===== src/rtl/opb_register_bank_ppc2simulink_if.sv =====
// rtl/opb_register_bank_ppc2simulink_if.sv - OPB slave bus bundle for the register bank
//
// Purpose: groups the OPB request signals (master -> slave) and the slave
// response signals (slave -> master) so the register bank takes one port.
// OPB bit numbering is big-endian: bit 0 is the most significant bit.
//
// Signals:
//   OPB_ABus[0:31]   byte address
//   OPB_BE[0:3]      byte enables, BE[0] covers DBus[0:7]
//   OPB_DBus[0:31]   write data
//   OPB_RNW          1 = read, 0 = write
//   OPB_select       transfer request
//   OPB_seqAddr      sequential-address hint (unused by the bank)
//   Sl_DBus[0:31]    read data, zero when not acking
//   Sl_xferAck       transfer acknowledge
//   Sl_errAck, Sl_retry, Sl_toutSup  always 0 from the bank
//
// Modports: master drives requests, slave drives responses.

interface opb_register_bank_ppc2simulink_if;
  logic [0:31] OPB_ABus;
  logic [0:3]  OPB_BE;
  logic [0:31] OPB_DBus;
  logic        OPB_RNW;
  logic        OPB_select;
  logic        OPB_seqAddr;
  logic [0:31] Sl_DBus;
  logic        Sl_xferAck;
  logic        Sl_errAck;
  logic        Sl_retry;
  logic        Sl_toutSup;

  modport master (
    output OPB_ABus, OPB_BE, OPB_DBus, OPB_RNW, OPB_select, OPB_seqAddr,
    input  Sl_DBus, Sl_xferAck, Sl_errAck, Sl_retry, Sl_toutSup
  );

  modport slave (
    input  OPB_ABus, OPB_BE, OPB_DBus, OPB_RNW, OPB_select, OPB_seqAddr,
    output Sl_DBus, Sl_xferAck, Sl_errAck, Sl_retry, Sl_toutSup
  );
endinterface


===== src/rtl/opb_register_bank_ppc2simulink.sv =====
// rtl/opb_register_bank_ppc2simulink.sv - bank of PPC-writable software registers behind one OPB slave
//
// Purpose: N_REGS 32-bit registers in one OPB address window. Each register
// drives a user-side output with byte-lane writes, readback and a one-cycle
// update strobe. Every transfer that hits the window is acked exactly one
// cycle after select is sampled.
//
// Optional feature (macro REGBANK_ATOMIC_COMMIT_EN): writes land in shadow
// registers and mark them dirty; a write to word N_REGS (the commit word)
// copies every shadow to the outputs at once and strobes the dirty ones.
// Reading the commit word returns the dirty mask.
//
// Ports:
//   OPB_Clk         sole clock (bus and user side)
//   OPB_Rst         synchronous active-high reset
//   opb             OPB slave bundle (opb_register_bank_ppc2simulink_if.slave)
//   user_data_out   register k at bits [32k+31:32k]
//   user_wr_strobe  bit k pulses for one cycle when register k's output updates

module opb_register_bank_ppc2simulink #(
  parameter logic [31:0] C_BASEADDR   = 32'h01180500,
  parameter logic [31:0] C_HIGHADDR   = 32'h011805FF,
  parameter int          C_OPB_AWIDTH = 32,
  parameter int          C_OPB_DWIDTH = 32,
  parameter string       C_FAMILY     = "virtex6",
  parameter int          N_REGS       = 4,
  parameter logic [31:0] RESET_VALUE  = 32'h00000000
) (
  input  logic                       OPB_Clk,
  input  logic                       OPB_Rst,
  opb_register_bank_ppc2simulink_if.slave opb,
  output logic [N_REGS*32-1:0]       user_data_out,
  output logic [N_REGS-1:0]          user_wr_strobe
);

  // Only a 32-bit OPB with 1..63 registers is supported; the upper bound keeps
  // the commit word inside a 256-byte window.
  if (N_REGS < 1 || N_REGS > 63 || C_OPB_AWIDTH != 32 || C_OPB_DWIDTH != 32
      || C_FAMILY == "") begin : g_bad_cfg
    $error("opb_register_bank_ppc2simulink: unsupported configuration");
  end

  typedef enum logic {
    ST_IDLE = 1'b0,
    ST_ACK  = 1'b1
  } state_t;

  state_t                         state_q, state_d;
  logic [N_REGS-1:0][31:0]        out_q, out_d;
  logic [N_REGS-1:0]              strobe_q, strobe_d;
  logic [C_OPB_DWIDTH-1:0]        rdata_q, rdata_d;

`ifdef REGBANK_ATOMIC_COMMIT_EN
  logic [N_REGS-1:0][31:0]        shadow_q, shadow_d;
  logic [N_REGS-1:0]              dirty_q, dirty_d;
`endif

  // Bus decode. The word index drops the two byte-offset bits, so
  // ABus[30:31] never affects which register is addressed.
  logic [C_OPB_AWIDTH-1:0] addr;
  logic [C_OPB_AWIDTH-1:0] offset;
  logic [31:0]             word_idx;
  logic [31:0]             wdata;
  logic [3:0]              be_v;
  logic                    hit;
  logic                    unused_ok;

  assign addr      = opb.OPB_ABus;
  assign offset    = addr - C_BASEADDR;
  assign word_idx  = {2'b00, offset[31:2]};
  assign wdata     = opb.OPB_DBus;
  // OPB_BE[0] lands in be_v[3], which selects register bits 31:24.
  assign be_v      = opb.OPB_BE;
  assign hit       = opb.OPB_select && (addr >= C_BASEADDR) && (addr <= C_HIGHADDR);
  assign unused_ok = ^{opb.OPB_seqAddr, offset[1:0]};

  function automatic logic [31:0] merge_lanes(input logic [31:0] old_v,
                                              input logic [31:0] new_v,
                                              input logic [3:0]  lanes);
    logic [31:0] r;
    r = old_v;
    for (int b = 0; b < 4; b++) begin
      if (lanes[b]) r[8*b +: 8] = new_v[8*b +: 8];
    end
    return r;
  endfunction

  always_comb begin
    state_d  = state_q;
    out_d    = out_q;
    strobe_d = '0;
    rdata_d  = '0;
`ifdef REGBANK_ATOMIC_COMMIT_EN
    shadow_d = shadow_q;
    dirty_d  = dirty_q;
`endif
    case (state_q)
      ST_IDLE: begin
        // Everything a transfer produces is registered here so that ack,
        // read data, the new output and its strobe all appear together in ACK.
        if (hit) begin
          state_d = ST_ACK;
          if (opb.OPB_RNW) begin
            for (int k = 0; k < N_REGS; k++) begin
`ifdef REGBANK_ATOMIC_COMMIT_EN
              if (word_idx == 32'(k)) rdata_d = shadow_q[k];
`else
              if (word_idx == 32'(k)) rdata_d = out_q[k];
`endif
            end
`ifdef REGBANK_ATOMIC_COMMIT_EN
            if (word_idx == 32'(N_REGS)) rdata_d = 32'(dirty_q);
`endif
          end else begin
            for (int k = 0; k < N_REGS; k++) begin
              if (word_idx == 32'(k)) begin
`ifdef REGBANK_ATOMIC_COMMIT_EN
                shadow_d[k] = merge_lanes(shadow_q[k], wdata, be_v);
                dirty_d[k]  = 1'b1;
`else
                out_d[k]    = merge_lanes(out_q[k], wdata, be_v);
                strobe_d[k] = 1'b1;
`endif
              end
            end
`ifdef REGBANK_ATOMIC_COMMIT_EN
            // Commit ignores BE: any write to this word publishes all shadows.
            if (word_idx == 32'(N_REGS)) begin
              out_d    = shadow_q;
              strobe_d = dirty_q;
              dirty_d  = '0;
            end
`endif
          end
        end
      end
      ST_ACK: begin
        // Select is still high here for the acked transfer; it is not resampled.
        state_d = ST_IDLE;
      end
      default: state_d = ST_IDLE;
    endcase
  end

  always_ff @(posedge OPB_Clk) begin
    if (OPB_Rst) begin
      state_q  <= ST_IDLE;
      out_q    <= {N_REGS{RESET_VALUE}};
      strobe_q <= '0;
      rdata_q  <= '0;
`ifdef REGBANK_ATOMIC_COMMIT_EN
      shadow_q <= {N_REGS{RESET_VALUE}};
      dirty_q  <= '0;
`endif
    end else begin
      state_q  <= state_d;
      out_q    <= out_d;
      strobe_q <= strobe_d;
      rdata_q  <= rdata_d;
`ifdef REGBANK_ATOMIC_COMMIT_EN
      shadow_q <= shadow_d;
      dirty_q  <= dirty_d;
`endif
    end
  end

  assign user_data_out  = out_q;
  assign user_wr_strobe = strobe_q;

  assign opb.Sl_xferAck = (state_q == ST_ACK);
  // OR-bus: drive zero whenever this slave is not acking.
  assign opb.Sl_DBus    = (state_q == ST_ACK) ? rdata_q : '0;
  assign opb.Sl_errAck  = 1'b0;
  assign opb.Sl_retry   = 1'b0;
  assign opb.Sl_toutSup = 1'b0;

endmodule


===== src/flat_wrapper.sv =====
// flat-port wrapper written by rule: the top's interface ports become plain ports
module opb_register_bank_ppc2simulink_flat 
#(
  parameter logic [31:0] C_BASEADDR   = 32'h01180500,
  parameter logic [31:0] C_HIGHADDR   = 32'h011805FF,
  parameter int          C_OPB_AWIDTH = 32,
  parameter int          C_OPB_DWIDTH = 32,
  parameter string       C_FAMILY     = "       ",
  parameter int          N_REGS       = 4,
  parameter logic [31:0] RESET_VALUE  = 32'h00000000
)
  (OPB_Clk, OPB_Rst, user_data_out, user_wr_strobe, opb_OPB_ABus, opb_OPB_BE, opb_OPB_DBus, opb_OPB_RNW, opb_OPB_select, opb_OPB_seqAddr, opb_Sl_DBus, opb_Sl_xferAck, opb_Sl_errAck, opb_Sl_retry, opb_Sl_toutSup);
  opb_register_bank_ppc2simulink_if opb_i ();
  input  logic OPB_Clk;
  input  logic OPB_Rst;
  output logic [N_REGS*32-1:0] user_data_out;
  output logic [N_REGS-1:0] user_wr_strobe;
  input wire logic [$bits(opb_i.OPB_ABus)-1:0] opb_OPB_ABus;
  input wire logic [$bits(opb_i.OPB_BE)-1:0] opb_OPB_BE;
  input wire logic [$bits(opb_i.OPB_DBus)-1:0] opb_OPB_DBus;
  input wire logic [$bits(opb_i.OPB_RNW)-1:0] opb_OPB_RNW;
  input wire logic [$bits(opb_i.OPB_select)-1:0] opb_OPB_select;
  input wire logic [$bits(opb_i.OPB_seqAddr)-1:0] opb_OPB_seqAddr;
  output wire logic [$bits(opb_i.Sl_DBus)-1:0] opb_Sl_DBus;
  output wire logic [$bits(opb_i.Sl_xferAck)-1:0] opb_Sl_xferAck;
  output wire logic [$bits(opb_i.Sl_errAck)-1:0] opb_Sl_errAck;
  output wire logic [$bits(opb_i.Sl_retry)-1:0] opb_Sl_retry;
  output wire logic [$bits(opb_i.Sl_toutSup)-1:0] opb_Sl_toutSup;
  assign opb_i.OPB_ABus = opb_OPB_ABus;
  assign opb_i.OPB_BE = opb_OPB_BE;
  assign opb_i.OPB_DBus = opb_OPB_DBus;
  assign opb_i.OPB_RNW = opb_OPB_RNW;
  assign opb_i.OPB_select = opb_OPB_select;
  assign opb_i.OPB_seqAddr = opb_OPB_seqAddr;
  assign opb_Sl_DBus = opb_i.Sl_DBus;
  assign opb_Sl_xferAck = opb_i.Sl_xferAck;
  assign opb_Sl_errAck = opb_i.Sl_errAck;
  assign opb_Sl_retry = opb_i.Sl_retry;
  assign opb_Sl_toutSup = opb_i.Sl_toutSup;
  opb_register_bank_ppc2simulink #(.C_BASEADDR(C_BASEADDR), .C_HIGHADDR(C_HIGHADDR), .C_OPB_AWIDTH(C_OPB_AWIDTH), .C_OPB_DWIDTH(C_OPB_DWIDTH), .C_FAMILY(C_FAMILY), .N_REGS(N_REGS), .RESET_VALUE(RESET_VALUE)) u_core (.OPB_Clk(OPB_Clk), .OPB_Rst(OPB_Rst), .opb(opb_i), .user_data_out(user_data_out), .user_wr_strobe(user_wr_strobe));
endmodule

===== config.mk =====
export PLATFORM = sky130hd
export DESIGN_NAME = opb_register_bank_ppc2simulink_flat
export DESIGN_NICKNAME = d
export VERILOG_FILES = /design/src/rtl/opb_register_bank_ppc2simulink_if.sv /design/src/rtl/opb_register_bank_ppc2simulink.sv /design/src/flat_wrapper.sv
export SDC_FILE = /design/constraint.sdc
export NUM_CORES = 1
export LEC_CHECK = 0
export CAP_MARGIN = 10
export CORE_MARGIN = 5
export CORE_UTILIZATION = 35
export DETAILED_ROUTE_END_ITERATION = 8
export GPL_ROUTABILITY_DRIVEN = 0
export GPL_TIMING_DRIVEN = 0
export HOLD_SLACK_MARGIN = 0.05
export PLACE_DENSITY_LB_ADDON = 0.25
export SYNTH_ARGS = -nofsm -noshare
export SYNTH_HDL_FRONTEND = slang
export SYNTH_SLANG_ARGS = --single-unit

===== constraint.sdc =====
create_clock -name OPB_Clk -period 2.9 [get_ports OPB_Clk]
set_clock_uncertainty 0.15 [all_clocks]
set_input_delay 0.58 -clock OPB_Clk [delete_from_list [all_inputs] [get_ports OPB_Clk]]
set_output_delay 0.58 -clock OPB_Clk [all_outputs]
set_load 0.05 [all_outputs]

==> flow_metrics.tcl <==
set metrics [dict create \
    cp-end-kind "register" \
    wire_length_of_the_first_global_routing_pass_mm 52.1 \
    layout-area-overhead-vs-synth_pct 46.0 \
    initial_core_util_pct 35.3 \
    cts-root-to-sink-buffers 2 \
    achievable-frequency_mhz 348 \
    post_synth_inst_count 914 \
    layout.area.seq_sq_um 3300 \
    worstPathArrival_ns 3.09 \
    multi_input_comb_area_sq_um 4330 \
    worstSkewPairLatency_ns 0.44 \
    tns_setup_ns 0 \
    worst_min_delay_path_startpoint "u_core.user_data_out[9]" \
    hold_depth 2 \
    finalSetupViolCount 0 \
    fp.coreArea_sq_um 22500 \
    final_slew_viol_count 0 \
    final_cell_area_sq_um 11600 \
    rsz0062_at_grt "yes" \
    report.final.hold_viol_count 0 \
    outcome "complete, no violations" \
    die_y_um 161 \
    route.detailed.drc 0 \
    global_route.overflow_total 0 \
    worst_pin_slew_ns 0.790 \
    grt_antenna_before_repair 0 \
    final_antenna_net_count 0 \
    critPathMaxStageDelay_ns 0.68 \
    synth-seq-cells 165 \
    io_pins 241 \
    htree_num_levels 4 \
    r2r-start "u_core.opb.Sl_xferAck" \
    chipWidth_um 161 \
    grt_use_total_pct 26.3 \
    place_hpwl_mm 25.3 \
    clk_transition_reported_paths_ns 0.06 \
    relSlewSlack_pct 47.3 \
    dr_total_vias 9075 \
    syn_avg_cell_area_sq_um 8.69 \
    worstPathCellList "clkdlybuf4s50_1 -> nor4_4 -> nand3_1 -> xnor2_1 -> a2111oi_4 -> clkbuf_2 -> o211a_1" \
    clock_sinks 165 \
    layout_worst_path_cycle_share_pct 99.0 \
    hold_path.class "reg -> reg" \
    num-nets-final 1268 \
    synthesis.yosys.warnings 0 \
    max_cap_viol_count 0 \
    numCtsBuffers 17 \
    critPathMaxFanout 10 \
    number_of_global_route_vias_before_repair 8605 \
    number_of_diodes 0 \
    detailedRoute.firstIterationViolations 1102 \
    power.leakage_nw 4.27 \
    floorplan.die_area_sq_um 25800 \
    grt_start_max_net_pins 17 \
    dpl-instance-area_sq_um 10700 \
    cp.required_ns 3.12 \
    post_drt_via_cell_ratio 6.08 \
    root_buffer_cell "sky130_fd_sc_hd__clkbuf_16" \
    synth-edff-count 0 \
    synth_ff_type "sky130_fd_sc_hd__dfxtp_1" \
    cts_tree "done" \
    crit_type "in -> reg" \
    period_needed_ns 2.87 \
    vdd.ir_drop.worst_v 0.000347 \
    slowest_stage_cell_cp "sky130_fd_sc_hd__a2111oi_4" \
    sort_of_element_at_the_start_of_the_critical_path "primary input" \
    power.density_cell_area_nw_per_um2 426 \
    detail_route.first_pass.iterations 5 \
    synth_area_sq_um 7950 \
    seq_area_frac_synth_pct 41.6 \
    synth_cell_type_count 52 \
    worst_setup_path_startpoint "opb_OPB_ABus[15]" \
    async_reset_ff_share_pct 0 \
    post_drt_wl_per_cell_um 23.6 \
    share_of_final_layout_standard_cells_stronger_than_drive_strength_1_pct 14.2 \
    port_buffers 234 \
    detail_route.wirelength_mm 35.3 \
    fp-row-count 55 \
    fillers 2115 \
    reg2regPathDepth 7 \
]
==> repair_timing <==
| item | in CTS | in global routing |
|---|---|---|
| pin swaps | 12 | 22 |
| hold buffers | 0 | 0 |
| endpoints found under the setup margin | 189 | 177 |
| resized for setup | 68 | 45 |
| buffers inserted | 6 | 21 |
==> report_power, final <==
group / total [W] / internal [W] / switching, W / leakage, nW
combinational: 0.000369 / 0.000142 / 0.000227 / 2.65
sequential: 0.00227 / 0.00227 / 0.000000000000573 / 1.33
clock: 0.00231 / 0.00134 / 0.000972 / 0.289
total: 0.00494 / 0.00375 / 0.00120 / 4.27
==> through the flow <==
step | cells | power, W | worst slack, ns | hold WS [ns] | utilization (%)
after floorplan | 916 | 0.00246 | 0.383 | 0.564 | -
after global placement | 1435 | 0.00266 | -0.927 | 0.320 | 47.3
after detailed placement | 1435 | 0.00266 | -0.899 | 0.330 | 47.3
after CTS | 1473 | 0.00493 | -0.0533 | 0.339 | 50.5
after global routing | 1493 | 0.00507 | -0.00385 | 0.361 | 51.5
final | 1493 | 0.00494 | 0.0300 | 0.339 | 51.5
==> registers in the layout, summed over array words and instances, names as in the netlist <==
signal	flops
u_core.opb.Sl_xferAck	1
u_core.user_wr_strobe	4
u_core.user_data_out	128
u_core.rdata_q	32
==> routing by layer <==
layer | global-route usage (%) | up-vias | wire length, um
met2 | 40.7 | 596 | 16000
met5 | 0 | - | 0
met3 | 6.77 | 95 | 4070
li1 | - | 4012 | -
met1 | 35.1 | 4372 | 14000
met4 | 10.3 | 0 | 1160
==> worst paths after layout <==
path                                             endpoint  slack (ns)
worst max register to register  u_core.user_data_out[108]        0.17
worst min-delay path              u_core.user_data_out[9]        0.34
worst max-delay path                    u_core.rdata_q[7]        0.03
worst min register to register    u_core.user_data_out[9]        0.34
==> cells in the final DEF (no fill, tap or decap), types with 10 or more instances in the layout <==
| master | n |
|---|---|
| sky130_fd_sc_hd__nor3_1 | 40 |
| sky130_fd_sc_hd__clkdlybuf4s50_1 | 203 |
| sky130_fd_sc_hd__o211a_1 | 32 |
| sky130_fd_sc_hd__buf_6 | 10 |
| sky130_fd_sc_hd__nor2_1 | 19 |
| sky130_fd_sc_hd__buf_4 | 38 |
| sky130_fd_sc_hd__and2_1 | 33 |
| sky130_fd_sc_hd__clkbuf_1 | 37 |
| sky130_fd_sc_hd__nor4b_4 | 16 |
| sky130_fd_sc_hd__o21ai_0 | 116 |
| sky130_fd_sc_hd__o221ai_1 | 32 |
| sky130_fd_sc_hd__dfxtp_1 | 165 |
| sky130_fd_sc_hd__clkdlybuf4s15_1 | 13 |
| sky130_fd_sc_hd__mux2_2 | 32 |
| sky130_fd_sc_hd__nand3_1 | 131 |
| sky130_fd_sc_hd__clkbuf_2 | 16 |
| sky130_fd_sc_hd__o21ai_1 | 13 |
| sky130_fd_sc_hd__nand4_1 | 18 |
| sky130_fd_sc_hd__dlygate4sd2_1 | 12 |
| sky130_fd_sc_hd__clkbuf_16 | 17 |
| sky130_fd_sc_hd__a21oi_1 | 128 |
==> worst max-delay path: cells and delay by family <==
kind / cells / cell delay (ns)
AO/OA/AOI/OAI: 2 / 0.93
XOR/XNOR: 1 / 0.19
AND/OR/NAND/NOR: 2 / 0.55
buffers and inverters: 2 / 0.82
==> kinds of logic after synthesis <==
group	after synthesis	synth area share [%]
other cells	1	0.0472
flops	165	41.6
buf+inv	89	5.48
mux	32	4.54
simple gates	288	22.6
xor+xnor	2	0.221
compound gates	337	25.5
==> synth_stat cells, drive strengths merged (3+ instances only) <==
| library cell | instances | share of area, % |
|---|---|---|
| and3 | 6 | 0.47 |
| and2 | 33 | 2.6 |
| nand4 | 18 | 1.4 |
| o21ai | 131 | 8.3 |
| nor4b | 17 | 4.2 |
| a21oi | 128 | 8.1 |
| dfxtp | 165 | 42 |
| o221ai | 32 | 3.5 |
| nand2b | 7 | 0.55 |
| nor2 | 19 | 0.90 |
| nand3 | 132 | 8.3 |
| nand2 | 4 | 0.19 |
| mux2 | 32 | 4.5 |
| nor3 | 40 | 2.5 |
| nor4 | 3 | 0.50 |
| o211a | 32 | 4.0 |
| clkbuf | 55 | 2.7 |
| buf | 32 | 2.7 |
==> layout make-up <==
type	count	share of cell area (%)
clock inverter	11	1.08
inverter	2	0.0647
timing repair buffer	261	21.7
buffer	86	4.20
clock buffer	21	4.06
multi-input combinational	662	37.4
tap	285	3.08
sequential	165	28.5
Power figures use the tool's default switching activity.
==> RTL edit, RTL diff (config.mk and constraints unchanged) <==
Build with the macro `REGBANK_ATOMIC_COMMIT_EN` defined.
--- a/src/rtl/opb_register_bank_ppc2simulink.sv
+++ b/src/rtl/opb_register_bank_ppc2simulink.sv
@@ -17,4 +17,6 @@
 //   user_data_out   register k at bits [32k+31:32k]
 //   user_wr_strobe  bit k pulses for one cycle when register k's output updates
+
+`define REGBANK_ATOMIC_COMMIT_EN
 
 module opb_register_bank_ppc2simulink #(
Check against the original RTL: not equivalent (a bounded check fails within 4 cycles, from zero or initial values and one cycle with OPB_Rst high).
==> RTL edit against the unedited design <==
- sequential cell count grew 132
- global-route usage shrank 4.4 points
- final area rose by 49%
- synthesized area increased by 60%
- clock power increased by 61%
- synthesized cell count up 43%
- worst setup slack improved by 10 ps
- critical endpoint is now u_core.shadow_q[52]
- sequential share of layout area increased by 6.0 points
- routed wire length grew 30%
- total power grew 66%
- largest cell class unchanged
==> RTL edit: results (changes against the unedited design) <==
Parameter                              Value

Detailed routing
  Detail Route met3 WL    2839 microns (was 4068 microns)
  Via count of the routed design    11.31k (was 9075)
  Detailed-routed wire length on met2    21380 microns (was 16030 microns)
  Overall routed net length    45990 microns (was 35300 microns)

Setup path
  Delay of the slowest cell on the worst path    630 ps (was 680 ps)
  Critical-path top delay cell    sky130_fd_sc_hd__or4b_4 (was sky130_fd_sc_hd__a2111oi_4)
  Family of cells with the greatest summed delay on the critical path    simple AND/OR/NAND/NOR gates (was compound AO/OA/AOI/OAI gates)
  Critical path arrival    3190 ps (was 3090 ps)
  Highest net fanout along the worst path    8 (was 10)

Placement
  HPWL after DPL    34010 microns (was 25350 microns)
  IO buf count    235 (was 234)

Global route
  Vias in the first global route    11.16k (was 8605)
  Met3 usage in global routing    3.538% (was 6.774%)
  GR Util met1    29.42% (was 35.12%)

Yosys
  Number of unique standard cell types used by synthesis    47 (was 52)
  Leading post-synthesis cells by instance count    297 x sky130_fd_sc_hd__dfxtp_1, 161 x sky130_fd_sc_hd__nand2b_1, 136 x sky130_fd_sc_hd__nand3_1 (was 165 x sky130_fd_sc_hd__dfxtp_1, 132 x sky130_fd_sc_hd__nand3_1, 128 x sky130_fd_sc_hd__a21oi_1)
  Mean instance size in the synthesized netlist    9.745 sq um (was 8.693 sq um)

Layout
  Clock tree buffer count of the final layout    47 (was 21)
  Number of cells in the finished layout apart from fillers    2094 (was 1493)
  Fraction of final layout cells with drive strength greater than 1    12.98% (was 14.24%)
  Proportion of cell area occupied by multi-input gates    37.64% (was 37.38%)
  Nonclk buf count    382 (was 347)
  Final sequential cell count    297 (was 165)
  Sequential fraction of total cell area    34.44% (was 28.49%)
  Final-layout fill cell count    3392 (was 2115)

Power
  Leak    6.141 nW (was 4.270 nW)
  Int Pwr    6.367 mW (was 3.745 mW)
  Power in the clock group    3.72 mW (was 2.31 mW)
  Sequential power share    49.7% (was 45.8%)

CTS
  Maximum buffer depth of the clock tree    3 (was 2)
  Clock insertion delay at the later pin of the skew report    550 ps (was 440 ps)

STA
  Slew at the pin with the worst max-slew slack    817.5 ps (was 790.5 ps)

Run status
  Status    complete, no violations (unchanged)
-- RTL edit: what timing repair did --
item,in CTS,in global routing
setup buffers,30,3
gates resized for setup,87,114
pin swaps,21,21
endpoints found under the setup margin,328,286
endpoints found under the hold margin,0,0
gates cloned,2,0
-- RTL edit: final timing paths --
path                                                from                  endpoint  slack, ps  depth (start not counted)
worst max register to register     u_core.opb.Sl_xferAck        u_core.rdata_q[21]        100                          6
worst min-delay path            u_core.user_data_out[70]  u_core.user_data_out[70]        320                          2
worst max-delay path                    opb_OPB_ABus[21]       u_core.shadow_q[52]         40                          8
worst min register to register  u_core.user_data_out[70]  u_core.user_data_out[70]        320                          2
-- RTL edit: kinds of logic after synthesis --
kind of cell    Yosys count  share of synthesized area [%]
simple gates            444                          21.90
flops                   297                          46.65
compound gates          282                          11.70
mux                     161                          15.78
buf+inv                 123                          3.936
other cells               1                        0.02942
